File: src/rtl/sim_top_pkg.sv
// ============================================================================
// sim_top_pkg : shared defaults, link state encoding and helpers (rev 1.0)
// ============================================================================
`default_nettype none
`timescale 1ns/1ps

package sim_top_pkg;

  localparam int DEF_PCIE_LANES    = 16;
  localparam int DEF_QSFP_LANES    = 4;
  localparam int DEF_MON_WINDOW    = 256;
  localparam int DEF_MON_MIN_EDGES = 16;
  localparam int T_TRAIN_FAST      = 16;
  localparam int T_TRAIN_SLOW      = 1024;

  typedef enum logic [1:0] {
    LINK_DOWN  = 2'd0,
    LINK_TRAIN = 2'd1,
    LINK_UP    = 2'd2
  } link_state_t;

  function automatic logic [7:0] sat_inc(input logic [7:0] v, input logic inc);
    return (inc && (v != 8'hFF)) ? v + 8'd1 : v;
  endfunction

endpackage

`default_nettype wire

File: src/rtl/reference_switch_lite_sim_top_if.sv
// ============================================================================
// reference_switch_lite_sim_top_if : reference clocks and serial lane pins (rev 1.0)
// ============================================================================
`default_nettype none
`timescale 1ns/1ps

interface reference_switch_lite_sim_top_if #(
  parameter int PCIE_LANES = 16,
  parameter int QSFP_LANES = 4
);
  logic                  pci_clk_p;
  logic                  pci_clk_n;
  logic                  qsfp_refclk_p;
  logic                  qsfp_refclk_n;
  logic [PCIE_LANES-1:0] pcie_rxp;
  logic [PCIE_LANES-1:0] pcie_rxn;
  logic [PCIE_LANES-1:0] pcie_txp;
  logic [PCIE_LANES-1:0] pcie_txn;
  logic [QSFP_LANES-1:0] qsfp0_rxp;
  logic [QSFP_LANES-1:0] qsfp0_rxn;
  logic [QSFP_LANES-1:0] qsfp0_txp;
  logic [QSFP_LANES-1:0] qsfp0_txn;

  modport slave (
    input  pci_clk_p, pci_clk_n, qsfp_refclk_p, qsfp_refclk_n,
    input  pcie_rxp, pcie_rxn, qsfp0_rxp, qsfp0_rxn,
    output pcie_txp, pcie_txn, qsfp0_txp, qsfp0_txn
  );

  modport master (
    output pci_clk_p, pci_clk_n, qsfp_refclk_p, qsfp_refclk_n,
    output pcie_rxp, pcie_rxn, qsfp0_rxp, qsfp0_rxn,
    input  pcie_txp, pcie_txn, qsfp0_txp, qsfp0_txn
  );
endinterface

`default_nettype wire

File: src/rtl/reference_switch_lite_sim_top_clk_alive_mon.sv
// ============================================================================
// clk_alive_mon : counts reference-clock edges per core window (rev 1.0)
// ============================================================================
`default_nettype none
`timescale 1ns/1ps

module clk_alive_mon
  import sim_top_pkg::*;
#(
  parameter int MON_WINDOW    = DEF_MON_WINDOW,
  parameter int MON_MIN_EDGES = DEF_MON_MIN_EDGES
) (
  input  logic clk,
  input  logic rst_n,
  input  logic ref_clk,
  output logic alive
);

  localparam int c_win_w = (MON_WINDOW > 1) ? $clog2(MON_WINDOW) : 1;
  localparam logic [c_win_w-1:0] c_win_last = c_win_w'(MON_WINDOW - 1);

  logic [2:0]         r_sync;
  logic [c_win_w-1:0] r_win_cnt;
  logic [7:0]         r_edge_cnt;
  logic               w_edge;
  logic               w_win_end;
  logic [7:0]         w_cnt_next;

  assign w_edge     = r_sync[1] & ~r_sync[2];
  assign w_win_end  = (r_win_cnt == c_win_last);
  // The verdict includes an edge seen in the window's last cycle.
  assign w_cnt_next = sat_inc(r_edge_cnt, w_edge);

  always_ff @(posedge clk or negedge rst_n) begin
    if (!rst_n) begin
      r_sync     <= '0;
      r_win_cnt  <= '0;
      r_edge_cnt <= '0;
      alive      <= 1'b0;
    end else begin
      r_sync <= {r_sync[1:0], ref_clk};
      if (w_win_end) begin
        r_win_cnt  <= '0;
        r_edge_cnt <= '0;
        alive      <= (int'(w_cnt_next) >= MON_MIN_EDGES);
      end else begin
        r_win_cnt  <= r_win_cnt + 1'b1;
        r_edge_cnt <= w_cnt_next;
      end
    end
  end

endmodule

`default_nettype wire

File: src/rtl/reference_switch_lite_sim_top_lane_link.sv
// ============================================================================
// lane_link : link training FSM plus two-stage registered lane loopback (rev 1.0)
// ============================================================================
`default_nettype none
`timescale 1ns/1ps

module lane_link
  import sim_top_pkg::*;
#(
  parameter int LANES   = DEF_PCIE_LANES,
  parameter int T_TRAIN = T_TRAIN_FAST
) (
  input  logic             clk,
  input  logic             rst_n,
  input  logic             rst_core_n,
  input  logic             alive,
  input  logic [LANES-1:0] rxp,
  output logic [LANES-1:0] txp,
  output logic [LANES-1:0] txn,
  output logic             link_up
);

  localparam int c_cnt_w = (T_TRAIN > 1) ? $clog2(T_TRAIN) : 1;
  localparam logic [c_cnt_w-1:0] c_cnt_last = c_cnt_w'(T_TRAIN - 1);

  link_state_t        r_state;
  logic [c_cnt_w-1:0] r_train_cnt;
  logic [LANES-1:0]   r_stage1;
  logic [LANES-1:0]   r_stage2;

  always_ff @(posedge clk or negedge rst_n) begin
    if (!rst_n) begin
      r_state     <= LINK_DOWN;
      r_train_cnt <= '0;
      r_stage1    <= '0;
      r_stage2    <= '0;
      link_up     <= 1'b0;
    end else begin
      r_stage1 <= rxp;
      r_stage2 <= r_stage1;
      // Losing the reference clock overrides any pending training completion.
      if (!alive || !rst_core_n) begin
        r_state     <= LINK_DOWN;
        r_train_cnt <= '0;
        link_up     <= 1'b0;
      end else begin
        case (r_state)
          LINK_DOWN: begin
            r_state     <= LINK_TRAIN;
            r_train_cnt <= '0;
            link_up     <= 1'b0;
          end
          LINK_TRAIN: begin
            if (r_train_cnt == c_cnt_last) begin
              r_state <= LINK_UP;
              link_up <= 1'b1;
            end else begin
              r_train_cnt <= r_train_cnt + 1'b1;
            end
          end
          LINK_UP: begin
            link_up <= 1'b1;
          end
          default: begin
            r_state <= LINK_DOWN;
            link_up <= 1'b0;
          end
        endcase
      end
    end
  end

  assign txp = link_up ? r_stage2  : '0;
  assign txn = link_up ? ~r_stage2 : '1;

endmodule

`default_nettype wire

File: src/rtl/reference_switch_lite_sim_top.sv
// ============================================================================
// reference_switch_lite_sim_top : pin-level shell with behavioural lane loopback (rev 1.0)
// ============================================================================
`default_nettype none
`timescale 1ns/1ps

module reference_switch_lite_sim_top
  import sim_top_pkg::*;
#(
  parameter string       PL_SIM_FAST_LINK_TRAINING         = "TRUE",
  parameter int          C_DATA_WIDTH                      = 512,
  parameter int          KEEP_WIDTH                        = C_DATA_WIDTH / 32,
  parameter int          USER_CLK2_FREQ                    = 4,
  parameter int          REF_CLK_FREQ                      = 0,
  parameter string       AXISTEN_IF_RQ_ALIGNMENT_MODE      = "FALSE",
  parameter string       AXISTEN_IF_CC_ALIGNMENT_MODE      = "FALSE",
  parameter string       AXISTEN_IF_CQ_ALIGNMENT_MODE      = "FALSE",
  parameter string       AXISTEN_IF_RC_ALIGNMENT_MODE      = "FALSE",
  parameter int          AXISTEN_IF_ENABLE_CLIENT_TAG      = 0,
  parameter int          AXISTEN_IF_RQ_PARITY_CHECK        = 0,
  parameter int          AXISTEN_IF_CC_PARITY_CHECK        = 0,
  parameter int          AXISTEN_IF_MC_RX_STRADDLE         = 0,
  parameter int          AXISTEN_IF_ENABLE_RX_MSG_INTFC    = 0,
  parameter logic [17:0] AXISTEN_IF_ENABLE_MSG_ROUTE       = 18'h2FFFF,
  parameter int          PCIE_LANES                        = DEF_PCIE_LANES,
  parameter int          QSFP_LANES                        = DEF_QSFP_LANES,
  parameter int          MON_WINDOW                        = DEF_MON_WINDOW,
  parameter int          MON_MIN_EDGES                     = DEF_MON_MIN_EDGES
) (
  input  logic fpga_sysclk_p,
  input  logic fpga_sysclk_n,
  input  logic sys_reset_n,
  reference_switch_lite_sim_top_if.slave pins
);

  localparam int c_t_train = (PL_SIM_FAST_LINK_TRAINING == "TRUE") ? T_TRAIN_FAST : T_TRAIN_SLOW;

  // Integration-only parameters are carried for the project bench and have no logic.
  localparam int c_unused_cfg = C_DATA_WIDTH + KEEP_WIDTH + USER_CLK2_FREQ + REF_CLK_FREQ
    + ((AXISTEN_IF_RQ_ALIGNMENT_MODE == "TRUE") ? 1 : 0)
    + ((AXISTEN_IF_CC_ALIGNMENT_MODE == "TRUE") ? 1 : 0)
    + ((AXISTEN_IF_CQ_ALIGNMENT_MODE == "TRUE") ? 1 : 0)
    + ((AXISTEN_IF_RC_ALIGNMENT_MODE == "TRUE") ? 1 : 0)
    + AXISTEN_IF_ENABLE_CLIENT_TAG + AXISTEN_IF_RQ_PARITY_CHECK + AXISTEN_IF_CC_PARITY_CHECK
    + AXISTEN_IF_MC_RX_STRADDLE + AXISTEN_IF_ENABLE_RX_MSG_INTFC
    + int'(AXISTEN_IF_ENABLE_MSG_ROUTE);

  logic            clk;
  logic [1:0]      r_rst_sync;
  logic            w_rst_core_n;
  logic            w_pci_alive;
  logic            w_qsfp_alive;
  logic            w_pcie_link_up;
  logic            w_qsfp_link_up;
  logic            unused_pins;

  assign clk          = fpga_sysclk_p;
  assign unused_pins  = ^{fpga_sysclk_n, pins.pci_clk_n, pins.qsfp_refclk_n,
                          pins.pcie_rxn, pins.qsfp0_rxn};

  always_ff @(posedge clk or negedge sys_reset_n) begin
    if (!sys_reset_n) begin
      r_rst_sync <= '0;
    end else begin
      r_rst_sync <= {r_rst_sync[0], 1'b1};
    end
  end

  assign w_rst_core_n = r_rst_sync[1];

  clk_alive_mon #(
    .MON_WINDOW    (MON_WINDOW),
    .MON_MIN_EDGES (MON_MIN_EDGES)
  ) u_pci_mon (
    .clk     (clk),
    .rst_n   (sys_reset_n),
    .ref_clk (pins.pci_clk_p),
    .alive   (w_pci_alive)
  );

  clk_alive_mon #(
    .MON_WINDOW    (MON_WINDOW),
    .MON_MIN_EDGES (MON_MIN_EDGES)
  ) u_qsfp_mon (
    .clk     (clk),
    .rst_n   (sys_reset_n),
    .ref_clk (pins.qsfp_refclk_p),
    .alive   (w_qsfp_alive)
  );

  lane_link #(
    .LANES   (PCIE_LANES),
    .T_TRAIN (c_t_train)
  ) u_pcie_link (
    .clk        (clk),
    .rst_n      (sys_reset_n),
    .rst_core_n (w_rst_core_n),
    .alive      (w_pci_alive),
    .rxp        (pins.pcie_rxp),
    .txp        (pins.pcie_txp),
    .txn        (pins.pcie_txn),
    .link_up    (w_pcie_link_up)
  );

  lane_link #(
    .LANES   (QSFP_LANES),
    .T_TRAIN (c_t_train)
  ) u_qsfp_link (
    .clk        (clk),
    .rst_n      (sys_reset_n),
    .rst_core_n (w_rst_core_n),
    .alive      (w_qsfp_alive),
    .rxp        (pins.qsfp0_rxp),
    .txp        (pins.qsfp0_txp),
    .txn        (pins.qsfp0_txn),
    .link_up    (w_qsfp_link_up)
  );

  logic unused_status;
  assign unused_status = w_pcie_link_up ^ w_qsfp_link_up ^ (c_unused_cfg == 0);

endmodule

`default_nettype wire

File: src/flat_wrapper.sv
// flat-port wrapper written by rule: the top's interface ports become plain ports
module reference_switch_lite_sim_top_flat import sim_top_pkg::*;
#(
  parameter string       PL_SIM_FAST_LINK_TRAINING         = "    ",
  parameter int          C_DATA_WIDTH                      = 512,
  parameter int          KEEP_WIDTH                        = C_DATA_WIDTH / 32,
  parameter int          USER_CLK2_FREQ                    = 4,
  parameter int          REF_CLK_FREQ                      = 0,
  parameter string       AXISTEN_IF_RQ_ALIGNMENT_MODE      = "     ",
  parameter string       AXISTEN_IF_CC_ALIGNMENT_MODE      = "     ",
  parameter string       AXISTEN_IF_CQ_ALIGNMENT_MODE      = "     ",
  parameter string       AXISTEN_IF_RC_ALIGNMENT_MODE      = "     ",
  parameter int          AXISTEN_IF_ENABLE_CLIENT_TAG      = 0,
  parameter int          AXISTEN_IF_RQ_PARITY_CHECK        = 0,
  parameter int          AXISTEN_IF_CC_PARITY_CHECK        = 0,
  parameter int          AXISTEN_IF_MC_RX_STRADDLE         = 0,
  parameter int          AXISTEN_IF_ENABLE_RX_MSG_INTFC    = 0,
  parameter logic [17:0] AXISTEN_IF_ENABLE_MSG_ROUTE       = 18'h2FFFF,
  parameter int          PCIE_LANES                        = DEF_PCIE_LANES,
  parameter int          QSFP_LANES                        = DEF_QSFP_LANES,
  parameter int          MON_WINDOW                        = DEF_MON_WINDOW,
  parameter int          MON_MIN_EDGES                     = DEF_MON_MIN_EDGES
)
  (fpga_sysclk_p, fpga_sysclk_n, sys_reset_n, pins_pci_clk_p, pins_pci_clk_n, pins_qsfp_refclk_p, pins_qsfp_refclk_n, pins_pcie_rxp, pins_pcie_rxn, pins_qsfp0_rxp, pins_qsfp0_rxn, pins_pcie_txp, pins_pcie_txn, pins_qsfp0_txp, pins_qsfp0_txn);
  reference_switch_lite_sim_top_if #(.PCIE_LANES(PCIE_LANES), .QSFP_LANES(QSFP_LANES)) pins_i ();
  input  logic fpga_sysclk_p;
  input  logic fpga_sysclk_n;
  input  logic sys_reset_n;
  input wire logic [$bits(pins_i.pci_clk_p)-1:0] pins_pci_clk_p;
  input wire logic [$bits(pins_i.pci_clk_n)-1:0] pins_pci_clk_n;
  input wire logic [$bits(pins_i.qsfp_refclk_p)-1:0] pins_qsfp_refclk_p;
  input wire logic [$bits(pins_i.qsfp_refclk_n)-1:0] pins_qsfp_refclk_n;
  input wire logic [$bits(pins_i.pcie_rxp)-1:0] pins_pcie_rxp;
  input wire logic [$bits(pins_i.pcie_rxn)-1:0] pins_pcie_rxn;
  input wire logic [$bits(pins_i.qsfp0_rxp)-1:0] pins_qsfp0_rxp;
  input wire logic [$bits(pins_i.qsfp0_rxn)-1:0] pins_qsfp0_rxn;
  output wire logic [$bits(pins_i.pcie_txp)-1:0] pins_pcie_txp;
  output wire logic [$bits(pins_i.pcie_txn)-1:0] pins_pcie_txn;
  output wire logic [$bits(pins_i.qsfp0_txp)-1:0] pins_qsfp0_txp;
  output wire logic [$bits(pins_i.qsfp0_txn)-1:0] pins_qsfp0_txn;
  assign pins_i.pci_clk_p = pins_pci_clk_p;
  assign pins_i.pci_clk_n = pins_pci_clk_n;
  assign pins_i.qsfp_refclk_p = pins_qsfp_refclk_p;
  assign pins_i.qsfp_refclk_n = pins_qsfp_refclk_n;
  assign pins_i.pcie_rxp = pins_pcie_rxp;
  assign pins_i.pcie_rxn = pins_pcie_rxn;
  assign pins_i.qsfp0_rxp = pins_qsfp0_rxp;
  assign pins_i.qsfp0_rxn = pins_qsfp0_rxn;
  assign pins_pcie_txp = pins_i.pcie_txp;
  assign pins_pcie_txn = pins_i.pcie_txn;
  assign pins_qsfp0_txp = pins_i.qsfp0_txp;
  assign pins_qsfp0_txn = pins_i.qsfp0_txn;
  reference_switch_lite_sim_top #(.PL_SIM_FAST_LINK_TRAINING(PL_SIM_FAST_LINK_TRAINING), .C_DATA_WIDTH(C_DATA_WIDTH), .KEEP_WIDTH(KEEP_WIDTH), .USER_CLK2_FREQ(USER_CLK2_FREQ), .REF_CLK_FREQ(REF_CLK_FREQ), .AXISTEN_IF_RQ_ALIGNMENT_MODE(AXISTEN_IF_RQ_ALIGNMENT_MODE), .AXISTEN_IF_CC_ALIGNMENT_MODE(AXISTEN_IF_CC_ALIGNMENT_MODE), .AXISTEN_IF_CQ_ALIGNMENT_MODE(AXISTEN_IF_CQ_ALIGNMENT_MODE), .AXISTEN_IF_RC_ALIGNMENT_MODE(AXISTEN_IF_RC_ALIGNMENT_MODE), .AXISTEN_IF_ENABLE_CLIENT_TAG(AXISTEN_IF_ENABLE_CLIENT_TAG), .AXISTEN_IF_RQ_PARITY_CHECK(AXISTEN_IF_RQ_PARITY_CHECK), .AXISTEN_IF_CC_PARITY_CHECK(AXISTEN_IF_CC_PARITY_CHECK), .AXISTEN_IF_MC_RX_STRADDLE(AXISTEN_IF_MC_RX_STRADDLE), .AXISTEN_IF_ENABLE_RX_MSG_INTFC(AXISTEN_IF_ENABLE_RX_MSG_INTFC), .AXISTEN_IF_ENABLE_MSG_ROUTE(AXISTEN_IF_ENABLE_MSG_ROUTE), .PCIE_LANES(PCIE_LANES), .QSFP_LANES(QSFP_LANES), .MON_WINDOW(MON_WINDOW), .MON_MIN_EDGES(MON_MIN_EDGES)) u_core (.fpga_sysclk_p(fpga_sysclk_p), .fpga_sysclk_n(fpga_sysclk_n), .sys_reset_n(sys_reset_n), .pins(pins_i));
endmodule
File: config.mk
export PLATFORM = sky130hd
export DESIGN_NAME = reference_switch_lite_sim_top_flat
export DESIGN_NICKNAME = d
export VERILOG_FILES = /design/src/rtl/sim_top_pkg.sv /design/src/rtl/reference_switch_lite_sim_top_if.sv /design/src/rtl/reference_switch_lite_sim_top_clk_alive_mon.sv /design/src/rtl/reference_switch_lite_sim_top_lane_link.sv /design/src/rtl/reference_switch_lite_sim_top.sv /design/src/flat_wrapper.sv
export SDC_FILE = /design/constraint.sdc
export NUM_CORES = 1
export LEC_CHECK = 0
export ABC_AREA = 1
export CAP_MARGIN = 0
export CORE_MARGIN = 4
export CORE_UTILIZATION = 52
export DETAILED_ROUTE_END_ITERATION = 16
export PLACE_DENSITY = 0.77
export SLEW_MARGIN = 20
export SYNTH_ARGS = -nofsm -noshare
export SYNTH_HDL_FRONTEND = slang
export SYNTH_SLANG_ARGS = --single-unit
File: constraint.sdc
create_clock -name fpga_sysclk_p -period 2.7 [get_ports fpga_sysclk_p]
set_input_delay 0.54 -clock fpga_sysclk_p [delete_from_list [all_inputs] [get_ports fpga_sysclk_p]]
set_output_delay 0.54 -clock fpga_sysclk_p [all_outputs]
set_load 0.05 [all_outputs]
# Word-level counts from Yosys, hierarchy flattened
# Index checks and enable logic that the tools add are counted.
dict set report op_classes {
  addsub 6
  n_lt_le_gt_ge 2
  eq_ne 16
  reduce_logical 15
  muxes 28
  bitwise_logic 6
}
# cell n
set ops {}
lappend ops {{$mux 8} 6}
lappend ops {{$mux 10} 4}
lappend ops {{$pmux 10 s2} 2}
lappend ops {{$add 8x1->8 const B} 4}
lappend ops {{$mux 16} 2}
lappend ops {{$add 10x1->10 const B} 2}
lappend ops {{$eq 10x10->1 const B} 2}
lappend ops {{$eq 8x8->1 const B} 2}
lappend ops {{$ge 8x5->1 const B} 2}
lappend ops {{$ne 8x8->1 const B} 2}
lappend ops {{$not 16->16} 1}
lappend ops {{$ne 3x3->1 const B} 4}
lappend ops {{$pmux 2 s3} 2}
lappend ops {{$mux 2} 4}
lappend ops {{$mux 4} 2}
lappend ops {{$reduce_and 2->1} 4}
lappend ops {{$reduce_bool 3->1} 2}
lappend ops {{$eq 2x1->1 const B} 2}
lappend ops {{$eq 2x2->1 const B} 2}
lappend ops {{$logic_not 2->1} 2}
lappend ops {{$mux 1} 4}
lappend ops {{$ne 2x2->1 const B} 2}
lappend ops {{$not 4->4} 1}
lappend ops {{$pmux 1 s2} 2}
lappend ops {{other kinds (5)} 11}
dict set report word_totals {
  out_inout_bits 40
  reg_bits 108
  wordCells 92
  in_bits 47
}

# Logic depth before layout (Yosys ltp)
dict set report logic_depth {
  word_depth 5
  depth_mapped 10
  ltp_nobuf 10
}

# Hierarchy
# Synthesis repeated with hierarchy kept, for this count alone.
dict set report hier_totals {
  cells_unflattened 552
  hier_area_um2 4931.0
}
# mod cells_each seq_area_each_um2 area_per_inst_um2 instances
set modules_own_cells {}
lappend modules_own_cells {clk_alive_mon 127 500.5 1024.7 2}
lappend modules_own_cells {{lane_link at u_core.u_pcie_link} 168 1126.1 1752.9 1}
lappend modules_own_cells {{lane_link at u_core.u_qsfp_link} 127 525.5 1074.8 1}
lappend modules_own_cells {reference_switch_lite_sim_top 3 50.0 53.8 1}

# Worst setup path after synthesis
# OpenSTA, ideal clock, no wires.
dict set report synth_path {
  kind {register to output}
  from {reg u_core.u_pcie_link.link_up}
  to {out pins_pcie_txp[10]}
  path_buffers 2
  t_required_ps 2160
  setup_slack_ps 541
  arrival_time_ps 1619
  stages_incl_launch_ff 5
  cell_sequence {dfrtp_1 -> clkbuf_1 -> clkbuf_1 -> nand2_1 -> inv_1}
}
dict set report synth_between {
  elab_chain_cells 1
}
# item line_no
set synth_lines {}
lappend synth_lines {{start, declared} reference_switch_lite_sim_top_lane_link.sv:20} ;# output logic link_up
lappend synth_lines {{start signal, assigned} reference_switch_lite_sim_top_lane_link.sv:37} ;# link_up <= 1'b0;
lappend synth_lines {{start signal, assigned} reference_switch_lite_sim_top_lane_link.sv:45} ;# link_up <= 1'b0;
lappend synth_lines {{start signal, assigned} reference_switch_lite_sim_top_lane_link.sv:51} ;# link_up <= 1'b0;
lappend synth_lines {{$mux 16} reference_switch_lite_sim_top_lane_link.sv:73} ;# assign txp = link_up ? r_stage2 : '0;
lappend synth_lines {{end, declared} flat_wrapper.sv:37} ;# output wire logic [$bits(pins_i.pcie_txp)-1:0] pins_pcie_txp;
# Every way passes these cells.

# Final worst setup path
dict set report layout_path {
  from {reg u_core.u_pcie_link.link_up}
  to {out pins_pcie_txp[8]}
}
# Same word-level chain as after synthesis.

==> metrics.cfg <==
[logic_synthesis]
synth-async-reset-ratio=1.000
ys_seq_elements=108
yosys_warnings=0
synth_area_um2=4753
synth_cell_types=35
synth_edf_count=0
syn-num-nets=592
synth_seq_area_share=0.5686
netlist_instances=529
avgSynthCellArea_um2=8.985
synthFlopType=dfrtp_1

[critical_path]
ff2ff_path_depth=8
crit_required_ns=2.16
worstPathArrival_ns=1.93
worstPathMaxFanout=17
crit_type=register to primary output
start_kind=register
worstSetupEndpointType=primary output

[global_routing]
grt_pass1_vias=3545
grt_max_degree=52
grtUsageTotal=0.1742
gr-total-overflow=0
grt_antenna_before_repair=0
grt_pass1_wl_mm=15.61

[routing]
vias=3533
totalWireLength_mm=8.814
drc=0
wl_per_cell_um=12.36
ant_nets=0
drt_iter0_markers=141
vias_per_cell=4.955
drtPass1Iterations=4

[floorplanning]
rows=34
start_util=0.5398
die_h_um=103.6
die_x_um=103.6
ios=87
core_area_um2=8806
die-area_um2=10740

[timing]
min_period_over_period=0.9136
whs_ns=0.1799
fmax_ghz=0.4054
grt_setup_unrepaired=false
relSlewSlack=0.5788
setup_violations=0
finalHoldViolCount=0
tightest_slew_ns=0.6318
drv_slew=0
tns_ns=0
finalCriticalPeriod_ns=2.467
clock_skew_ns=0.006981

[worst_hold_path]
hold_path_class=input port to async pin

[place]
place_hpwl_mm=6.570
io_buffers=63
gp_congestion=0.8056

[clock_network]
cts-root-buf=clkbuf_8
clock-sinks=108
cts_tree=done
clkTransAtPathRegs_ns=0.10
clk_latency_ns=0.36
h-tree-depth=3
ctsHoldBuffers=0
cts_buffer_depth=2
cts-buffers-inserted=9
post_cts_buffers=0

[power]
powerDensity_nw_per_um2=528.4
ir_drop_mv=0.3693
leakagePower_nw=2.766

[flow_run]
cap_violations=0

[finish]
num_antenna_cells=0
drive_above_1_share=0.06446
n_fill_cell=691
final_net_count=665
area_growth_pct=19.74

[status]
status=completed

synthesized netlist by cell type (2+ instances only):
master | n | area [um2]
a21oi_1 | 17 | 85.08
clkbuf_1 | 2 | 7.510
dfrtp_1 | 108 | 2703
ha_1 | 16 | 200.2
inv_1 | 78 | 292.8
inv_2 | 2 | 7.510
nand2_1 | 127 | 476.7
nand2_2 | 3 | 18.77
nand2_4 | 3 | 33.78
nand3_1 | 34 | 170.2
nand3_2 | 2 | 20.02
nand4_1 | 10 | 62.56
nor2_1 | 64 | 240.2
nor2_2 | 3 | 18.77
nor3_1 | 11 | 55.05
nor3_4 | 2 | 32.53
nor3b_1 | 4 | 30.03
o21ai_0 | 15 | 75.07
o21ai_1 | 4 | 20.02
or2_2 | 2 | 12.51
xor2_1 | 8 | 70.07
sequential cells by signal, summed over array words and instances, names as in the netlist:
register,count
u_core.u_qsfp_link.r_state,2
u_core.u_qsfp_mon.r_sync,3
u_core.u_qsfp_mon.r_win_cnt,8
u_core.u_pcie_link.r_stage2,16
u_core.u_pci_mon.r_edge_cnt,8
u_core.r_rst_sync,2
u_core.u_qsfp_mon.r_edge_cnt,8
u_core.u_pcie_link.link_up,1
u_core.u_pcie_link.r_state,2
u_core.u_qsfp_link.r_train_cnt,10
u_core.u_qsfp_link.r_stage1,4
u_core.u_pcie_link.r_stage1,16
u_core.u_qsfp_link.r_stage2,4
u_core.u_pci_mon.r_sync,3
u_core.u_pci_mon.r_win_cnt,8
u_core.u_qsfp_link.link_up,1
u_core.u_qsfp_mon.alive,1
u_core.u_pcie_link.r_train_cnt,10
u_core.u_pci_mon.alive,1
cell usage in the layout (no fill, tap or decap), drive strengths merged:
cell type      count
clkinvlp           2
a21oi             19
a21o               1
xnor2              1
xor2               8
clkinv             1
and3               1
nand3             36
nor2              68
nand2            133
o2111ai            1
o21bai             1
buf                4
clkbuf            11
nand3b             1
nor3              13
dfrtp            108
nand4             10
ha                16
a22oi              1
or2                2
nor3b              4
clkdlybuf4s50     62
conb               1
o21ai             19
inv               81
final timing paths:
kind                            slack [ns]                          start                               to
worst max-delay path                  0.23     u_core.u_pcie_link.link_up                 pins_pcie_txp[8]
worst min-delay path                  0.18                    sys_reset_n  u_core.u_pcie_link.r_stage2[15]
worst max register to register        0.83  u_core.u_pcie_link.r_state[1]    u_core.u_pcie_link.r_state[1]
worst min register to register        0.35     u_core.u_pci_mon.r_sync[0]       u_core.u_pci_mon.r_sync[1]
max in group asynchronous             1.85                    sys_reset_n   u_core.u_pci_mon.r_edge_cnt[7]
min in group fpga_sysclk_p            0.35     u_core.u_pci_mon.r_sync[0]       u_core.u_pci_mon.r_sync[1]
where the power goes:
part / switching, mW / internal (mW) / leakage (nW) / total (mW)
clock network: 0.515 / 0.355 / 0.0779 / 0.869
logic: 0.192 / 0.125 / 1.35 / 0.317
registers: 0.0905 / 1.73 / 1.34 / 1.82
final cells by class:
class | instances | area [um2] | share of cell area
clock buffer | 11 | 141.4 | 0.02484
timing repair buffer | 66 | 663.1 | 0.1165
tap | 108 | 135.1 | 0.02374
clock inverter | 3 | 23.77 | 0.004177
sequential | 108 | 2704 | 0.4750
inverter | 81 | 309.0 | 0.05430
multi-input combinational | 336 | 1715 | 0.3014
worst max-delay path: stages, from the launching register on:
cell             delay [ns]
dfrtp_2                0.55
nand2_1                0.15
inv_1                  0.07
clkdlybuf4s50_1        0.79
cell families after synthesis:
family	synth area share
compound gates	0.04975
xor+xnor	0.01658
fa+ha+maj	0.04212
buf+inv	0.07055
flops	0.5686
other cells	0.0007889
simple gates	0.2516
routing by layer:
metal / vias to the layer above / track usage / routed length (um)
met5: - / 0 / 0
met4: 0 / 0.05508 / 103
met3: 9 / 0.03856 / 277
met2: 56 / 0.3201 / 4630
met1: 1672 / 0.2023 / 3802
li1: 1796 / - / -
what timing repair did:
| action | in CTS | in global routing |
|---|---|---|
| setup endpoints to repair | 1 | 0 |
| resized for setup | 1 | 0 |
| endpoints found under the hold margin | 0 | 0 |
per-stage QoR:
step	setup WS (ns)	instance area, um2	total power, mW	utilization	std cells
finish	0.2332	5692	3.007	0.6463	713
global route	0.1103	5692	3.180	0.6463	713
global placement	0.4518	5525	2.144	0.6275	699
CTS	0.1842	5692	3.041	0.6463	713
floorplan	0.5406	4753	2.034	-	529
detailed placement	0.3828	5525	2.168	0.6275	699
(Power assumes the default switching activity.)
